## src/rtl/keypad_pkg.sv

```systemverilog
// -----------------------------------------------------------------------------
// keypad_pkg
// Shared definitions for the 4x4 matrix keypad scanner.
//   NUM_COLS / NUM_ROWS : keypad matrix geometry.
//   frame_res_t         : per-frame scan result {hit, code}; KEY_NONE means
//                         "no single key seen" (idle, ghosting or multi-press).
//   key_code()          : maps a (row, col) position to its hex key code.
//   key_hit()           : builds a frame result carrying a valid key code.
// -----------------------------------------------------------------------------
package keypad_pkg;

   localparam int NUM_COLS = 4;
   localparam int NUM_ROWS = 4;

   typedef struct packed {
      logic       hit;
      logic [3:0] code;
   } frame_res_t;

   localparam frame_res_t KEY_NONE = frame_res_t'(5'b0_0000);

   // Key code is row*4 + col, which for a 4x4 matrix is just {row, col}.
   function automatic logic [3:0] key_code(input logic [1:0] row,
                                           input logic [1:0] col);
      return {row, col};
   endfunction

   function automatic frame_res_t key_hit(input logic [3:0] code);
      frame_res_t res;
      res.hit  = 1'b1;
      res.code = code;
      return res;
   endfunction

endpackage

```

## src/rtl/sync_ff2.sv

```systemverilog
// -----------------------------------------------------------------------------
// sync_ff2
// Generic two-flop synchronizer for asynchronous level inputs.
// Resets to all-ones so that idle, pulled-up active-low lines read inactive.
//   clk   : destination clock
//   rst_n : asynchronous active-low reset
//   d     : asynchronous input bus
//   q     : synchronized output bus (two clk cycles of latency)
// -----------------------------------------------------------------------------
module sync_ff2 #(
   parameter int WIDTH = 4
) (
   input  logic             clk,
   input  logic             rst_n,
   input  logic [WIDTH-1:0] d,
   output logic [WIDTH-1:0] q
);

   logic [WIDTH-1:0] meta_q;
   logic [WIDTH-1:0] sync_q;

   // NOTE: sequential state is assigned with <= so every flop samples the
   // pre-edge values; a blocking = here would collapse the two stages into one.
   always_ff @(posedge clk or negedge rst_n) begin
      if (!rst_n) begin
         meta_q <= '1;
         sync_q <= '1;
      end else begin
         meta_q <= d;
         sync_q <= meta_q;
      end
   end

   assign q = sync_q;

endmodule

```

## src/rtl/keypad_scanner.sv

```systemverilog
// -----------------------------------------------------------------------------
// keypad_scanner
// Scans a 4x4 active-low matrix keypad one column at a time, reads the rows
// back through a synchronizer, classifies each full frame (4 columns) as a
// single key or NONE, and debounces frame results before accepting a key.
//   CLK       : system clock
//   RST_N     : asynchronous active-low reset
//   col_n     : column drives, active-low, exactly one column low
//   rows_n    : row sense lines, active-low, asynchronous (pulled up)
//   key       : last accepted key code (row*4 + col)
//   key_valid : one-cycle pulse when a new key is accepted
//   key_held  : high while an accepted key remains held
// Parameters:
//   SCAN_DIV  : clocks each column is driven before its rows are sampled (>=4)
//   DEBOUNCE  : identical consecutive frames needed to change the accepted
//               state (>=1)
// -----------------------------------------------------------------------------
module keypad_scanner
   import keypad_pkg::*;
#(
   parameter int SCAN_DIV = 1024,
   parameter int DEBOUNCE = 40
) (
   input  logic                CLK,
   input  logic                RST_N,
   output logic [NUM_COLS-1:0] col_n,
   input  logic [NUM_ROWS-1:0] rows_n,
   output logic [3:0]          key,
   output logic                key_valid,
   output logic                key_held
);

   localparam int DIV_W = $clog2(SCAN_DIV);
   localparam int STB_W = $clog2(DEBOUNCE + 1);

   localparam logic [DIV_W-1:0]    DIV_LAST = DIV_W'(SCAN_DIV - 1);
   localparam logic [STB_W-1:0]    STB_MAX  = STB_W'(DEBOUNCE);
   localparam logic [1:0]          COL_LAST = 2'(NUM_COLS - 1);
   localparam logic [NUM_COLS-1:0] COL0_N   = ~NUM_COLS'(1);

   // ---------------------------------------------------------------------------
   // Row synchronizer
   // ---------------------------------------------------------------------------
   logic [NUM_ROWS-1:0] rows_sync;

   sync_ff2 #(
      .WIDTH (NUM_ROWS)
   ) u_rows_sync (
      .clk   (CLK),
      .rst_n (RST_N),
      .d     (rows_n),
      .q     (rows_sync)
   );

   // ---------------------------------------------------------------------------
   // State
   // ---------------------------------------------------------------------------
   logic [DIV_W-1:0]    div_q,      div_d;
   logic [1:0]          col_q,      col_d;
   logic [NUM_COLS-1:0] col_n_q,    col_n_d;
   logic [1:0]          hits_q,     hits_d;      // pressed bits this frame, saturates at 2
   logic [3:0]          code_q,     code_d;      // code of the last single hit this frame
   frame_res_t          prev_q,     prev_d;
   logic [STB_W-1:0]    stable_q,   stable_d;
   frame_res_t          accepted_q, accepted_d;
   logic [3:0]          key_q,      key_d;
   logic                key_valid_q, key_valid_d;
   logic                key_held_q,  key_held_d;

   // ---------------------------------------------------------------------------
   // Combinational scan / classify / debounce
   // ---------------------------------------------------------------------------
   logic [NUM_ROWS-1:0] pressed;
   logic [2:0]          col_hits;
   logic [1:0]          row_idx;
   logic                sample;
   logic                frame_end;
   logic [1:0]          base_hits;
   logic [3:0]          base_code;
   logic [2:0]          total_hits;
   logic [1:0]          new_hits;
   logic [3:0]          new_code;
   frame_res_t          frame_res;

   // NOTE: every signal written here gets a default first, so no path leaves
   // a variable unassigned and no latch is inferred.
   always_comb begin
      pressed  = ~rows_sync;
      col_hits = '0;
      row_idx  = '0;
      for (int r = 0; r < NUM_ROWS; r++) begin
         if (pressed[r]) begin
            col_hits = col_hits + 3'd1;
            row_idx  = 2'(r);
         end
      end

      sample    = (div_q == DIV_LAST);
      frame_end = sample && (col_q == COL_LAST);

      // Column 0 opens a new frame, so it ignores whatever was accumulated.
      base_hits  = (col_q == 2'd0) ? 2'd0 : hits_q;
      base_code  = (col_q == 2'd0) ? 4'd0 : code_q;
      total_hits = {1'b0, base_hits} + col_hits;
      new_hits   = (total_hits >= 3'd2) ? 2'd2 : total_hits[1:0];
      new_code   = (col_hits == 3'd1) ? key_code(row_idx, col_q) : base_code;
      frame_res  = (new_hits == 2'd1) ? key_hit(new_code) : KEY_NONE;

      div_d       = div_q + 1'b1;
      col_d       = col_q;
      col_n_d     = col_n_q;
      hits_d      = hits_q;
      code_d      = code_q;
      prev_d      = prev_q;
      stable_d    = stable_q;
      accepted_d  = accepted_q;
      key_d       = key_q;
      key_valid_d = 1'b0;
      key_held_d  = key_held_q;

      if (sample) begin
         div_d   = '0;
         col_d   = col_q + 2'd1;
         col_n_d = ~(NUM_COLS'(1) << col_d);
         hits_d  = new_hits;
         code_d  = new_code;
      end

      if (frame_end) begin
         if (frame_res == prev_q) begin
            stable_d = (stable_q == STB_MAX) ? stable_q : stable_q + 1'b1;
         end else begin
            stable_d = STB_W'(1);
            prev_d   = frame_res;
         end

         if ((stable_d == STB_MAX) && (frame_res != accepted_q)) begin
            accepted_d = frame_res;
            if (frame_res.hit) begin
               key_d       = frame_res.code;
               key_held_d  = 1'b1;
               key_valid_d = 1'b1;
            end else begin
               key_held_d  = 1'b0;
            end
         end
      end
   end

   // ---------------------------------------------------------------------------
   // Registers
   // ---------------------------------------------------------------------------
   always_ff @(posedge CLK or negedge RST_N) begin
      if (!RST_N) begin
         div_q       <= '0;
         col_q       <= '0;
         col_n_q     <= COL0_N;
         hits_q      <= '0;
         code_q      <= '0;
         prev_q      <= KEY_NONE;
         stable_q    <= '0;
         accepted_q  <= KEY_NONE;
         key_q       <= '0;
         key_valid_q <= 1'b0;
         key_held_q  <= 1'b0;
      end else begin
         div_q       <= div_d;
         col_q       <= col_d;
         col_n_q     <= col_n_d;
         hits_q      <= hits_d;
         code_q      <= code_d;
         prev_q      <= prev_d;
         stable_q    <= stable_d;
         accepted_q  <= accepted_d;
         key_q       <= key_d;
         key_valid_q <= key_valid_d;
         key_held_q  <= key_held_d;
      end
   end

   // Column drive comes straight from a flop so only one line ever moves low.
   assign col_n     = col_n_q;
   assign key       = key_q;
   assign key_valid = key_valid_q;
   assign key_held  = key_held_q;

endmodule

```

## config.mk

```make
export PLATFORM = sky130hd
export DESIGN_NAME = keypad_scanner
export DESIGN_NICKNAME = d
export VERILOG_FILES = /design/src/rtl/keypad_pkg.sv /design/src/rtl/sync_ff2.sv /design/src/rtl/keypad_scanner.sv
export SDC_FILE = /design/constraint.sdc
export NUM_CORES = 1
export LEC_CHECK = 0
export CORE_MARGIN = 5
export CORE_UTILIZATION = 54
export DETAILED_ROUTE_END_ITERATION = 8
export GPL_TIMING_DRIVEN = 0
export PLACE_DENSITY = 0.76
export REMOVE_ABC_BUFFERS = 1
export SETUP_SLACK_MARGIN = 0.1
export SKIP_LAST_GASP = 1
export SLEW_MARGIN = 20
export SYNTH_ARGS = -nofsm -noshare
export SYNTH_HDL_FRONTEND = slang
export SYNTH_HIERARCHICAL = 1
export SYNTH_SLANG_ARGS = --single-unit
```

## constraint.sdc

```tcl
create_clock -name CLK -period 4.1 [get_ports CLK]
set_clock_uncertainty 0.15 [all_clocks]
set_input_delay 0.82 -clock CLK [delete_from_list [all_inputs] [get_ports CLK]]
set_output_delay 0.82 -clock CLK [all_outputs]
set_load 0.05 [all_outputs]
```

* Word-level counts from Yosys, hierarchy flattened *
Cells that the tools add are included.

storage, ports and cells
  register bits after elaboration = 52
  input port bits = 6
  output and inout bits = 10
  logic and storage cells = 60

operators by class
  $add $sub $neg = 7
  order comparisons = 1
  equality and inequality tests = 8
  shift operators = 1
  muxes and demuxes = 19
  bitwise logic cells = 3
  reduce and logical (&&, ||, !) cells = 6

operator list
  operator                                                            count
  2-to-1 mux 6 bit                                                    3
  equality test 6 bit (second input constant)                         2
  adder 10 x 1 -> 10 bit (second input constant)                      1
  equality test 10 bit (second input constant)                        1
  2-to-1 mux 10 bit                                                   1
  adder 3 x 1 -> 3 bit (second input constant)                        3
  2-to-1 mux 3 bit                                                    3
  2-to-1 mux 2 bit                                                    4
  2-to-1 mux 4 bit                                                    2
  inverter 4 bit                                                      2
  adder 6 x 1 -> 6 bit (second input constant)                        1
  equality test 5 bit                                                 1
  2-to-1 mux 1 bit                                                    5
  2-to-1 mux 5 bit                                                    1
  inequality test 5 bit                                               1
  AND reduction 2 bit                                                 2
  left shift 1 x 2 -> 4 bit (first input constant)                    1
  adder 2 x 3 -> 3 bit                                                1
  equality test 3 x 1 -> 1 bit (second input constant)                1
  greater-or-equal comparator 3 x 2 -> 1 bit (second input constant)  1
  AND reduction 3 bit                                                 1
  adder 2 x 1 -> 2 bit (second input constant)                        1
  equality test 2 x 1 -> 1 bit (second input constant)                1
  equality test 2 bit (second input constant)                         1
  other kinds (3)                                                     4

* Logic depth before layout (Yosys ltp) *
Gate-level depths: netlist of run 1.

  depth after elaboration = 20
  gate-level depth with buffers = 19
  depth with buffers taken out = 15

* Cells and area by module *
The synthesis of run 1 kept the hierarchy.

by module, submodules not included
  module          times used  cells each  area each (µm²)  sequential area each (µm²)
  keypad_scanner  1           275         2645.0           1079.8
  sync_ff2        1           8           210.2            210.2

* Least setup slack after synthesis of run 1 *
OpenSTA, ideal clock, no wires.

  path type = reg-to-reg
  from = register u_rows_sync.sync_q[0], in the netlist u_rows_sync/q[0]
  to = register accepted_q[0] (netlist name)
  setup time = 0.125 ns
  arrival time = 4.181 ns
  required time = 3.825 ns
  path slack = -0.356 ns
  stages on the path, launching flop included = 18
  buffers on the path = 2
  period minus slack after synthesis = 4.456 ns
  cells stage by stage = dfstp_2 inv_1 ha_1 buf_2 xnor2_1 xnor2_1 ha_1 inv_1 fa_1 nand2_1 a41o_1 nor2_1 and2_1 mux2_2 o2111a_1 or4b_1 buf_2 mux2_4

between the ends
  word-level cells in the longest chain between the ends = 19
  elaborated cells between the ends (all ways) = 22
  classes of those cells = add/sub (4); order compare (1); eq/ne (5); mux (9); bitwise (1); reduce/logical (2)

ends and longest elaborated chain
  item                                  line                   source
  from (decl)                           sync_ff2.sv:20         logic [WIDTH-1:0] sync_q;
  from (signal assigned)                sync_ff2.sv:30         sync_q <= meta_q;
  inverter 4 bit (*)                    keypad_scanner.sv:88   pressed = ~rows_sync;
  2-to-1 mux 1 bit (*)                  keypad_scanner.sv:92   if (pressed[r]) begin
  adder 3 x 1 -> 3 bit                  keypad_scanner.sv:93   col_hits = col_hits + 3'd1;
  2-to-1 mux 3 bit (*)                  keypad_scanner.sv:92
  adder 3 x 1 -> 3 bit                  keypad_scanner.sv:93
  2-to-1 mux 3 bit (*)                  keypad_scanner.sv:92
  adder 3 x 1 -> 3 bit                  keypad_scanner.sv:93
  2-to-1 mux 3 bit (*)                  keypad_scanner.sv:92
  [... 3 more ...]                      n/a
  equality test 2 x 1 -> 1 bit          keypad_scanner.sv:107  frame_res = (new_hits == 2'd1) ? key_hit(new_code) : KEY_NONE;
  2-to-1 mux 5 bit (*)                  keypad_scanner.sv:107
  equality test 5 bit                   keypad_scanner.sv:130  if (frame_res == prev_q) begin
  2-to-1 mux 6 bit                      keypad_scanner.sv:130
  2-to-1 mux 6 bit                      keypad_scanner.sv:129  if (frame_end) begin
  equality test 6 bit                   keypad_scanner.sv:137  if ((stable_d == STB_MAX) && (frame_res != accepted_q)) begin
  logical AND 1 bit                     keypad_scanner.sv:137
  AND reduction 2 bit (no source line)  n/a
  to (signal assigned)                  keypad_scanner.sv:174  accepted_q <= accepted_d;
  to (decl)                             keypad_scanner.sv:65   frame_res_t accepted_q, accepted_d;

Every way passes the cells marked *; elsewhere a longest branch is shown, timed or not. The select of a mux whose other input is x is not followed.
A chain may end at the register's enable or synchronous reset.

* Worst setup path after layout of run 1 *
  from = register u_rows_sync.sync_q[1], in the netlist u_rows_sync/q[1]
  to = register accepted_q[1] (netlist name)

between the ends
  word-level cells in the longest chain between the ends = 17
  elaborated cells between the ends (all ways) = 23
  classes of those cells = add/sub (3); order compare (1); eq/ne (5); mux (11); bitwise (1); reduce/logical (2)

ends and longest elaborated chain
  item                                        line                   source
  inverter 4 bit (*)                          keypad_scanner.sv:88
  2-to-1 mux 3 bit                            keypad_scanner.sv:92
  adder 3 x 1 -> 3 bit                        keypad_scanner.sv:93
  2-to-1 mux 3 bit                            keypad_scanner.sv:92
  adder 3 x 1 -> 3 bit                        keypad_scanner.sv:93
  2-to-1 mux 3 bit                            keypad_scanner.sv:92
  adder 2 x 3 -> 3 bit                        keypad_scanner.sv:104  total_hits = {1'b0, base_hits} + col_hits;
  greater-or-equal comparator 3 x 2 -> 1 bit  keypad_scanner.sv:105  new_hits = (total_hits >= 3'd2) ? 2'd2 : total_hits[1:0];
  2-to-1 mux 2 bit                            keypad_scanner.sv:105
  equality test 2 x 1 -> 1 bit                keypad_scanner.sv:107
  2-to-1 mux 5 bit (*)                        keypad_scanner.sv:107
  equality test 5 bit                         keypad_scanner.sv:130
  2-to-1 mux 6 bit                            keypad_scanner.sv:130
  2-to-1 mux 6 bit                            keypad_scanner.sv:129
  equality test 6 bit                         keypad_scanner.sv:137
  logical AND 1 bit                           keypad_scanner.sv:137
  AND reduction 2 bit (no source line)        n/a

Marks and branches as above.

==> out/metrics.yaml, run 1 <==
sta:
  hold_viol_final: 0
  tightest_slew_ns: 0.678
  period_share: 1.04
  fmax_ghz: 0.234
  drv_slew: 0
  rsz0062_at_grt: "yes"
  layout_setup_ws_ns: -0.166
  worst_hold_slack_ns: 0.210
  slew_headroom: 0.543
  period_needed_ns: 4.27
  finalSetupViolations: 10
  setup-tns-final_ns: -1.15
logic_synthesis:
  yosysTopAreaCell: "dfrtp_1"
  syn_inst: 283
  synth_ff_type: "dfrtp_1"
  syn_area_per_cell_um2: 10.1
  synth-async-reset-ratio: 1.00
  synth_area_um2: 2860
  yosys-top-cells-area: "dfrtp_1 35%, dfstp_2 10%, ha_1 5.7%"
  yosys_warnings: 6
  yosysMostFrequentCell: "dfrtp_1"
  yosys-top-cells-count: "40 x dfrtp_1, 29 x nand2_1, 21 x nor2_1"
  synth_top_area_share: 0.351
  synth_edf_count: 0
  synth.distinct_cells: 55
  ys_seq_area_frac: 0.452
  ys_ff_latch: 51
drt:
  drt_iter0_markers: 131
  vias: 2210
  ant_nets: 0
  routed_wl_um: 6080
  drc: 0
  vias_per_cell: 5.68
  routedWlPerCell_um: 15.6
  first_pass_iters: 4
clock_tree:
  cts_hold_buf: 0
  clock_sinks: 51
  h-tree-depth: 2
  clk_pin_slew_ns: 0.09
  cts_made_buffers: 5
  clock_latency_ns: 0.31
  clock_path_buffers: 2
  cts_tree: "done"
  clockRootBuffer: "clkbuf_8"
worst_hold_path:
  hold_path.class: "flop to flop"
  whs_path_depth: 0
cells_and_area:
  area_delta_synth_final_pct: 22.4
  n_fill_cell: 389
  final_util: 0.684
  antenna_cells: 0
  drive_gt1_frac: 0.260
  nets: 338
  stdcell_count: 389
global_routing:
  antenna_found_initial: 0
  grt_max_degree: 29
  first_global_vias: 2195
  grt_pass1_wl_um: 10000
  grt_overflow: 0
  grt_util_all_layers: 0.192
setup_path:
  rr_worst_depth: 15
  cp-start-kind: "flop"
  path_class: "flop to flop"
  critPathRequiredTime_ns: 4.15
  path_max_fanout: 6
  critical_path_arrival_ns: 4.31
  end_kind: "flop"
status:
  violations: "setup timing"
  status: "complete, but fails checks"
pwr:
  p_leak_nw: 1.55
  vdd_drop_max_uv: 283
  p_per_area_nw_per_um2: 280
floorplan:
  die_h_um: 82.7
  start_util: 0.559
  dieArea_um2: 6840
  rows: 26
  dieWidth_um: 82.7
  core_um2: 5110
  io_pins: 16
placement:
  routabilityCongestion: 0.810
  placed_cells_incl_taps: 359
  dp_hpwl_um: 3870
  io_buffer_count: 15
job:
  max_cap_viol_count: 0
power breakdown:
group          switching, mW  internal, mW  leakage [nW]
clock network          0.166         0.138        0.0517
logic                 0.0782        0.0805         0.841
registers            0.00616         0.510         0.660
through the flow:
| step | instance area (µm²) | total power, mW | setup WS (ns) |
|---|---|---|---|
| after global routing | 3490 | 1.02 | -0.326 |
| after global placement | 3040 | 0.612 | -1.04 |
| after CTS | 3380 | 0.955 | -0.119 |
| after floorplan | 2800 | 0.582 | -0.554 |
| after detailed placement | 3060 | 0.617 | -1.13 |
| final | 3490 | 0.980 | -0.166 |
worst paths after layout:
check	from	end	slack (ns)
worst min register to register	u_rows_sync/meta_q[0]	u_rows_sync/q[0]	0.21
worst max register to register	u_rows_sync/q[1]	accepted_q[1]	-0.17
min in group asynchronous	RST_N	prev_q[2]	0.38
worst min-delay path	u_rows_sync/meta_q[0]	u_rows_sync/q[0]	0.21
max in group asynchronous	RST_N	stable_q[0]	2.88
worst max-delay path	u_rows_sync/q[1]	accepted_q[1]	-0.17
sequential cells by signal, indices dropped and copies added (netlist names):
name                flops
u_rows_sync/meta_q      4
u_rows_sync/q           4
prev_q                  5
stable_q                6
key                     4
hits_q                  2
col_q                   2
col_n                   4
div_q                  10
code_q                  4
key_valid               1
accepted_q              5
cell usage in the layout, fill, tap and decap left out, types with 3 or more instances in the layout:
cell / instances
a21o_1: 6
a21oi_1: 4
a22o_1: 3
a31oi_1: 3
and2_1: 4
and3_1: 5
buf_4: 19
buf_6: 3
clkbuf_8: 6
clkdlybuf4s50_1: 14
dfrtp_1: 40
dfstp_2: 10
ha_1: 10
inv_1: 13
inv_2: 3
mux2_2: 3
mux2_4: 8
mux2i_1: 4
nand2_1: 29
nand2b_1: 6
nand3_1: 9
nand4b_1: 3
nor2_1: 19
nor2b_1: 5
nor3_1: 5
o21ai_0: 16
xnor2_1: 4
xor2_1: 6
routing by layer:
| layer | vias to the layer above | track usage | part of all wire |
|---|---|---|---|
| li1 | 1079 | - | - |
| met1 | 1071 | 0.241 | 0.44 |
| met2 | 51 | 0.345 | 0.51 |
| met3 | 9 | 0.0293 | 0.037 |
| met4 | 0 | 0.0490 | 0.011 |
| met5 | - | 0 | 0 |
worst max-delay path, cell delays in order (launching register included):
cell	delay (ns)
dfstp_2	0.56
buf_4	0.12
ha_2	0.20
mux2i_1	0.09
xor2_1	0.15
nor2_1	0.15
a21oi_2	0.06
fa_1	0.58
nand2_1	0.06
a41o_1	0.25
nor2_4	0.17
and2_4	0.21
mux2_2	0.34
o2111a_1	0.17
or4b_4	0.57
mux2_4	0.32
timing repair:
action,4_1_cts,5_1_grt
cloned,0,0
buffers inserted,16,6
gates resized for setup,25,16
setup endpoints to repair,19,18
pin swaps,4,7
area by class of cell:
class | instances | area, µm² | area share
clock buffer | 6 | 82.6 | 0.0236
clock inverter | 2 | 15.0 | 0.00430
inverter | 16 | 60.1 | 0.0172
multi-input combinational | 206 | 1610 | 0.460
sequential | 51 | 1290 | 0.370
tap | 70 | 87.6 | 0.0251
timing repair buffer | 38 | 349 | 0.0999
kinds of logic (layout without fill, tap and decap cells):
family / Yosys count / after routing / synth area share
buf+inv: 26 / 62 / 0.0390
simple gates: 107 / 107 / 0.203
xor+xnor: 13 / 13 / 0.0399
compound gates: 57 / 57 / 0.140
flops: 51 / 51 / 0.452
fa+ha+maj: 14 / 14 / 0.0640
mux: 15 / 15 / 0.0627
Power figures use the tool's default switching activity.
==> run 2, diff against run 1 <==
--- a/config.mk
+++ b/config.mk
@@ -9,7 +9,7 @@
 export CORE_UTILIZATION = 54
 export DETAILED_ROUTE_END_ITERATION = 8
 export GPL_TIMING_DRIVEN = 0
-export PLACE_DENSITY = 0.76
+export PLACE_DENSITY = 0.75
 export REMOVE_ABC_BUFFERS = 1
 export SETUP_SLACK_MARGIN = 0.1
 export SKIP_LAST_GASP = 1
==> run 2 against run 1 <==
The flow still finishes with violations (setup timing). Hold slack barely moved. Routed wire length fell by 3.0%. Fmax barely moved. First-iteration DRC count fell by 7.6%. Setup slack got worse by 0.0020 ns. Total power fell by 2.0%. Highest routed layer unchanged.
==> out/metrics.yaml, run 2 (synthesis gave the netlist of run 1 again) <==
global_routing:
  grt_pass1_wl_um: 9720  # was 10000 µm
  grt_overflow: 0  # unchanged
  first_global_vias: 2113  # was 2195
  grt_max_degree: 27  # was 29
  grt_util_all_layers: 0.187  # was 0.192
  antenna_found_initial: 0  # unchanged
worst_hold_path:
  hold_path.class: "flop to flop"  # unchanged
drt:
  vias_per_cell: 5.63  # was 5.68
  vias: 2219  # was 2210
  routed_wl_um: 5900  # was 6080 µm
  drt_iter0_markers: 121  # was 131
  ant_nets: 0  # unchanged
  drc: 0  # unchanged
  routedWlPerCell_um: 15.0  # was 15.6 µm
  first_pass_iters: 4  # unchanged
placement:
  routabilityCongestion: 0.835  # was 0.810
  dp_hpwl_um: 3790  # was 3870 µm
  io_buffer_count: 15  # unchanged
  place_area_um2: 3060  # about the same
cells_and_area:
  top_regs: "div_q: 10 flops, stable_q: 6 flops"  # unchanged
  nets: 343  # was 338
  layout_common_cells: "40 x dfrtp_1, 29 x nand2_1, 23 x buf_4"  # was 40 x dfrtp_1, 29 x nand2_1, 19 x nor2_1, 19 x buf_4, 16 x o21ai_0
  layout_commonest_cell: "dfrtp_1"  # unchanged
  fin_area_um2: 3490  # unchanged
  antenna_cells: 0  # unchanged
  largest_reg_flops: 10  # unchanged
  area_delta_synth_final_pct: 22.4  # unchanged
  final_util: 0.684  # unchanged
  drive_gt1_frac: 0.256  # was 0.260
  largest-register: "div_q"  # unchanged
setup_path:
  end_kind: "flop"  # unchanged
  cp_slowest_stage_delay_ns: 0.64  # was 0.58 ns
  critical_path_arrival_ns: 4.31  # about the same
  cp-start-kind: "flop"  # unchanged
  critPathRequiredTime_ns: 4.14  # was 4.15 ns
  critical-path-top-delay-family: "simple AND/OR/NAND/NOR gates"  # unchanged
  path_max_fanout: 7  # was 6
  critPathSlowestCell: "or4b_4"  # was fa_1
  path_buf_inv: 2  # was 1
  path_class: "flop to flop"  # unchanged
  path_cells: "inv_2 > ha_4 > xnor2_4 > xnor2_2 > ha_2 > inv_2 > fa_1 > nand2_1 > a41o_1 > nor2_4 > and2_4 > mux2_4 > o2111a_1 > or4b_4 > mux2_4"  # was buf_4 > ha_2 > mux2i_1 > xor2_1 > nor2_1 > a21oi_2 > fa_1 > nand2_1 > a41o_1 > nor2_4 > and2_4 > mux2_2 > o2111a_1 > or4b_4 > mux2_4
clock_tree:
  cts_hold_buf: 0  # unchanged
  clk_pin_slew_ns: 0.09  # about the same
  clock_path_buffers: 2  # unchanged
  clock_sinks: 51  # unchanged
  cts_made_buffers: 5  # unchanged
  h-tree-depth: 2  # unchanged
  cts_tree: "done"  # unchanged
  clock_latency_ns: 0.30  # was 0.31 ns
  clockRootBuffer: "clkbuf_8"  # unchanged
sta:
  layout_setup_ws_ns: -0.168  # was -0.166 ns
  fmax_ghz: 0.234  # about the same
  slew_headroom: 0.583  # was 0.543
  hold_viol_final: 0  # unchanged
  period_share: 1.04  # about the same
  finalSetupViolations: 15  # was 10
  setup-tns-final_ns: -1.16  # was -1.15 ns
  rsz0062_at_grt: "yes"  # unchanged
  tightest_slew_ns: 0.619  # was 0.678 ns
  drv_slew: 0  # unchanged
  period_needed_ns: 4.27  # about the same
floorplan:
  io_pins: 16  # unchanged
  die_h_um: 82.7  # unchanged
  rows: 26  # unchanged
  start_util: 0.559  # unchanged
  dieArea_um2: 6840  # unchanged
  dieWidth_um: 82.7  # unchanged
  core_um2: 5110  # unchanged
pwr:
  p_leak_nw: 1.57  # was 1.55 nW
  p_total_uw: 960  # was 980 µW
  vdd_drop_max_uv: 284  # was 283 µV
  p_per_area_nw_per_um2: 275  # was 280 nW/µm²
status:
  violations: "setup timing"  # unchanged
  status: "complete, but fails checks"  # unchanged
job:
  max_cap_viol_count: 0  # unchanged
run 2: path summary, 6_finish.rpt:
| kind | startpoint | end | slack [ns] | cells after the start |
|---|---|---|---|---|
| hold / removal | u_rows_sync/meta_q[2] | u_rows_sync/q[2] | 0.21 | 0 |
| min in group asynchronous | RST_N | key[2] | 0.35 | 1 |
| hold reg to reg | u_rows_sync/meta_q[2] | u_rows_sync/q[2] | 0.21 | 0 |
| max in group asynchronous | RST_N | div_q[8] | 2.90 | 2 |
| setup reg to reg | u_rows_sync/q[0] | accepted_q[0] | -0.17 | 15 |
| setup / recovery | u_rows_sync/q[0] | accepted_q[0] | -0.17 | 15 |
run 2: final cells by class:
type / count / area, µm²
clock buffer: 5 / 68.8
clock inverter: 3 / 17.5
tap: 70 / 87.6
inverter: 16 / 60.1
fill: 391 / 1610
multi-input combinational: 206 / 1590
sequential: 51 / 1290
timing repair buffer: 43 / 383
run 2: worst register-to-register path, stage by stage (launching register included):
cell and delay, ns:
dfstp_2 0.56, inv_2 0.06, ha_4 0.26, xnor2_4 0.16, xnor2_2 0.13, ha_2 0.19, inv_2 0.04, fa_1 0.55
nand2_1 0.06, a41o_1 0.24, nor2_4 0.14, and2_4 0.19, mux2_4 0.30, o2111a_1 0.17, or4b_4 0.64, mux2_4 0.33
run 2: routing by layer:
metal,wire [µm],vias up,GRT usage,share of wire
li1,-,1087,-,-
met3,143,6,0.0336,0.024
met1,2740,1091,0.256,0.46
met2,2940,35,0.302,0.50
met5,0,-,0,0
met4,81,0,0.0588,0.014
run 2: repair_timing:
action,in CTS,in global routing
resized for setup,22,15
endpoints found under the setup margin,19,18
setup buffers,18,10
pin swaps,9,12
run 2: per-stage QoR:
step	instances	hold slack [ns]	setup slack (ns)
after floorplan	273	0.195	-0.554
after global placement	358	0.196	-1.09
after detailed placement	359	0.197	-1.11
after CTS	385	0.210	-0.0960
after global routing	394	0.213	-0.282
final	394	0.210	-0.168
run 2: power breakdown:
group / internal [mW] / total (mW) / switching [mW]
combinational: 0.0839 / 0.163 / 0.0789
clock: 0.120 / 0.281 / 0.161
sequential: 0.510 / 0.516 / 0.00589
total: 0.714 / 0.960 / 0.246
==> run 3, diff against run 2 <==
--- a/config.mk
+++ b/config.mk
@@ -8,8 +8,7 @@
 export CORE_MARGIN = 5
 export CORE_UTILIZATION = 54
 export DETAILED_ROUTE_END_ITERATION = 8
-export GPL_TIMING_DRIVEN = 0
-export PLACE_DENSITY = 0.75
+export PLACE_DENSITY = 0.86
 export REMOVE_ABC_BUFFERS = 1
 export SETUP_SLACK_MARGIN = 0.1
 export SKIP_LAST_GASP = 1
==> run 3 against run 2 <==
The run still ends with setup timing left. Clock power up 6%. First-iteration DRC count rose to 2.5 times the previous value. Via count up 11%. Core utilization up 3.6 points. Sequential share of layout area down 1.8 points. Sequential power about the same. Fmax up 1.2%. Register-to-register slack better by 0.05 ns. Non-clock buffer count up 21. Final cell count up 5.3%. Setup slack better by 0.050 ns. Critical path type unchanged. Critical endpoint is now accepted_q[3]. Largest cell class unchanged. Largest power group unchanged. Highest routed layer unchanged.
==> out/metrics.yaml, run 3 (synthesis gave the netlist of run 1 again) <==
status:
  status: "complete, but fails checks"  # unchanged
  violations: "setup timing"  # unchanged
sta:
  period_needed_ns: 4.22  # was 4.27 ns
  tightest_slew_ns: 0.918  # was 0.619 ns
  layout_setup_ws_ns: -0.118  # was -0.168 ns
  rsz0062_at_grt: "yes"  # unchanged
  period_share: 1.03  # was 1.04
  drv_slew: 0  # unchanged
  fmax_ghz: 0.237  # was 0.234 GHz
  worst_hold_slack_ns: 0.212  # was 0.210 ns
  slew_headroom: 0.382  # was 0.583
  finalSetupViolations: 15  # unchanged
  hold_viol_final: 0  # unchanged
worst_hold_path:
  hold_path.class: "flop to flop"  # unchanged
drt:
  vias_per_cell: 5.93  # was 5.63
  drc: 0  # unchanged
  vias: 2460  # was 2219
  routed_wl_um: 7430  # was 5900 µm
  routedWlPerCell_um: 17.9  # was 15.0 µm
  ant_nets: 0  # unchanged
  drt_iter0_markers: 306  # was 121
  first_pass_iters: 6  # was 4
cells_and_area:
  drive_gt1_frac: 0.310  # was 0.256
  layout_commonest_cell: "buf_4"  # was dfrtp_1
  top_regs: "div_q: 10 flops, stable_q: 6 flops"  # unchanged
  fin_area_um2: 3680  # was 3490 µm²
  largest-register: "div_q"  # unchanged
  antenna_cells: 0  # unchanged
  largest_reg_flops: 10  # unchanged
  layout_common_cells: "43 x buf_4, 40 x dfrtp_1, 29 x nand2_1"  # was 40 x dfrtp_1, 29 x nand2_1, 23 x buf_4
  final_util: 0.720  # was 0.684
  area_delta_synth_final_pct: 28.8  # was 22.4%
  nets: 364  # was 343
floorplan:
  io_pins: 16  # unchanged
  rows: 26  # unchanged
  start_util: 0.559  # unchanged
  die_h_um: 82.7  # unchanged
  dieWidth_um: 82.7  # unchanged
  core_um2: 5110  # unchanged
  dieArea_um2: 6840  # unchanged
placement:
  io_buffer_count: 15  # unchanged
  place_area_um2: 3280  # was 3060 µm²
  routabilityCongestion: 0.868  # was 0.835
  dp_hpwl_um: 4330  # was 3790 µm
  pre_cts_ws_ns: -0.318  # was -1.11 ns
setup_path:
  critPathSlowestCell: "dfstp_2"  # was or4b_4
  crit_top_cell: "inv_2"
  cp_slowest_stage_delay_ns: 0.56  # was 0.64 ns
  critPathRequiredTime_ns: 4.16  # was 4.14 ns
  path_max_fanout: 6  # was 7
  end_kind: "flop"  # unchanged
  path_class: "flop to flop"  # unchanged
  critical_path_arrival_ns: 4.28  # was 4.31 ns
  cp-start-kind: "flop"  # unchanged
  path_cells: "inv_2 > ha_4 > xnor2_4 > xnor2_2 > ha_2 > inv_2 > fa_1 > nand2_1 > a41o_1 > or2_4 > buf_6 > a22oi_2 > and4b_1 > or4b_4 > mux2_4"  # was inv_2 > ha_4 > xnor2_4 > xnor2_2 > ha_2 > inv_2 > fa_1 > nand2_1 > a41o_1 > nor2_4 > and2_4 > mux2_4 > o2111a_1 > or4b_4 > mux2_4
global_routing:
  groute.layer.met2.usage: 0.366  # was 0.302
  antenna_found_initial: 0  # unchanged
  grt_max_degree: 31  # was 27
  grt_util_all_layers: 0.212  # was 0.187
  gr-max-usage-layer: "met2"  # unchanged
  grt_pass1_wl_um: 10900  # was 9720 µm
  first_global_vias: 2305  # was 2113
  grt_overflow: 0  # unchanged
  use_met1: 0.260  # was 0.256
  met3_usage: 0.0380  # was 0.0336
pwr:
  intPower_uw: 735  # was 714 µW
  p_seq_frac: 0.510  # was 0.537
  power.switching_uw: 274  # was 246 µW
  p_total_mw: 1.01  # was 960 µW
  swShare: 0.271  # was 0.256
  pwr-share-clk: 0.296  # was 0.293
  p_per_area_nw_per_um2: 274  # was 275 nW/µm²
  combPwrFrac: 0.194  # was 0.170
  p_leak_nw: 1.66  # was 1.57 nW
  vdd_drop_max_uv: 228  # was 284 µV
clock_tree:
  cts_tree: "done"  # unchanged
  clock_path_buffers: 2  # unchanged
  clk_pin_slew_ns: 0.10  # was 0.09 ns
  cts_hold_buf: 0  # unchanged
  h-tree-depth: 2  # unchanged
  clock_latency_ns: 0.32  # was 0.30 ns
  clockRootBuffer: "clkbuf_8"  # unchanged
  cts_made_buffers: 5  # unchanged
  clock_sinks: 51  # unchanged
job:
  max_cap_viol_count: 0  # unchanged
## run 3: path summary, 6_finish.rpt
| check | startpoint | to | slack (ns) | depth (start not counted) |
|---|---|---|---|---|
| min in group asynchronous | RST_N | code_q[2] | 0.30 | 1 |
| worst min-delay path | u_rows_sync/meta_q[2] | u_rows_sync/q[2] | 0.21 | 0 |
| worst min register to register | u_rows_sync/meta_q[2] | u_rows_sync/q[2] | 0.21 | 0 |
| max in group asynchronous | RST_N | prev_q[1] | 2.74 | 2 |
| worst max-delay path | u_rows_sync/q[0] | accepted_q[3] | -0.12 | 15 |
| worst max register to register | u_rows_sync/q[0] | accepted_q[3] | -0.12 | 15 |
## run 3: worst max-delay path, delay by kind of cell (launching register included)
family,cells,cell delay (ns)
compound gates,2,0.41
buf+inv,3,0.23
xor+xnor,2,0.33
fa+ha+maj,3,0.95
mux,1,0.32
simple gates,4,1.13
flops,1,0.56
## run 3: per-stage QoR
stage,setup TNS (ns),std cells
floorplan,-3.94,273
global placement,-1.19,390
detailed placement,-2.55,390
CTS,-0.127,409
global route,-3.52,415
finish,-1.11,415
## run 3: final cells by class
cell class	instances	area (µm²)
Fill cell	329	1430
Clock buffer	5	68.8
Multi-Input combinational cell	206	1610
Sequential cell	51	1290
Inverter	16	60.1
Tap cell	70	87.6
Timing Repair Buffer	64	536
Clock inverter	3	25.0
## run 3: layer usage
layer / vias to the layer above / share of wire
met5: - / 0
met4: 0 / 0.044
met3: 36 / 0.065
met2: 120 / 0.49
met1: 1178 / 0.40
li1: 1126 / -
## run 3: repair_timing
action / CTS / global route
gates resized for setup: 21 / 19
buffers inserted: 11 / 7
endpoints found under the setup margin: 16 / 18
cloned: 0 / 0
pin swaps: 4 / 7
## run 3: power groups by stage
stage          registers [mW]  clock network, mW  logic [mW]
2_1_floorplan           0.524                  0      0.0582
3_3_place_gp            0.523                  0       0.118
3_5_place_dp            0.523                  0       0.123
4_1_cts                 0.514              0.302       0.162
5_1_grt                 0.516              0.323       0.207
6_report                0.515              0.299       0.196
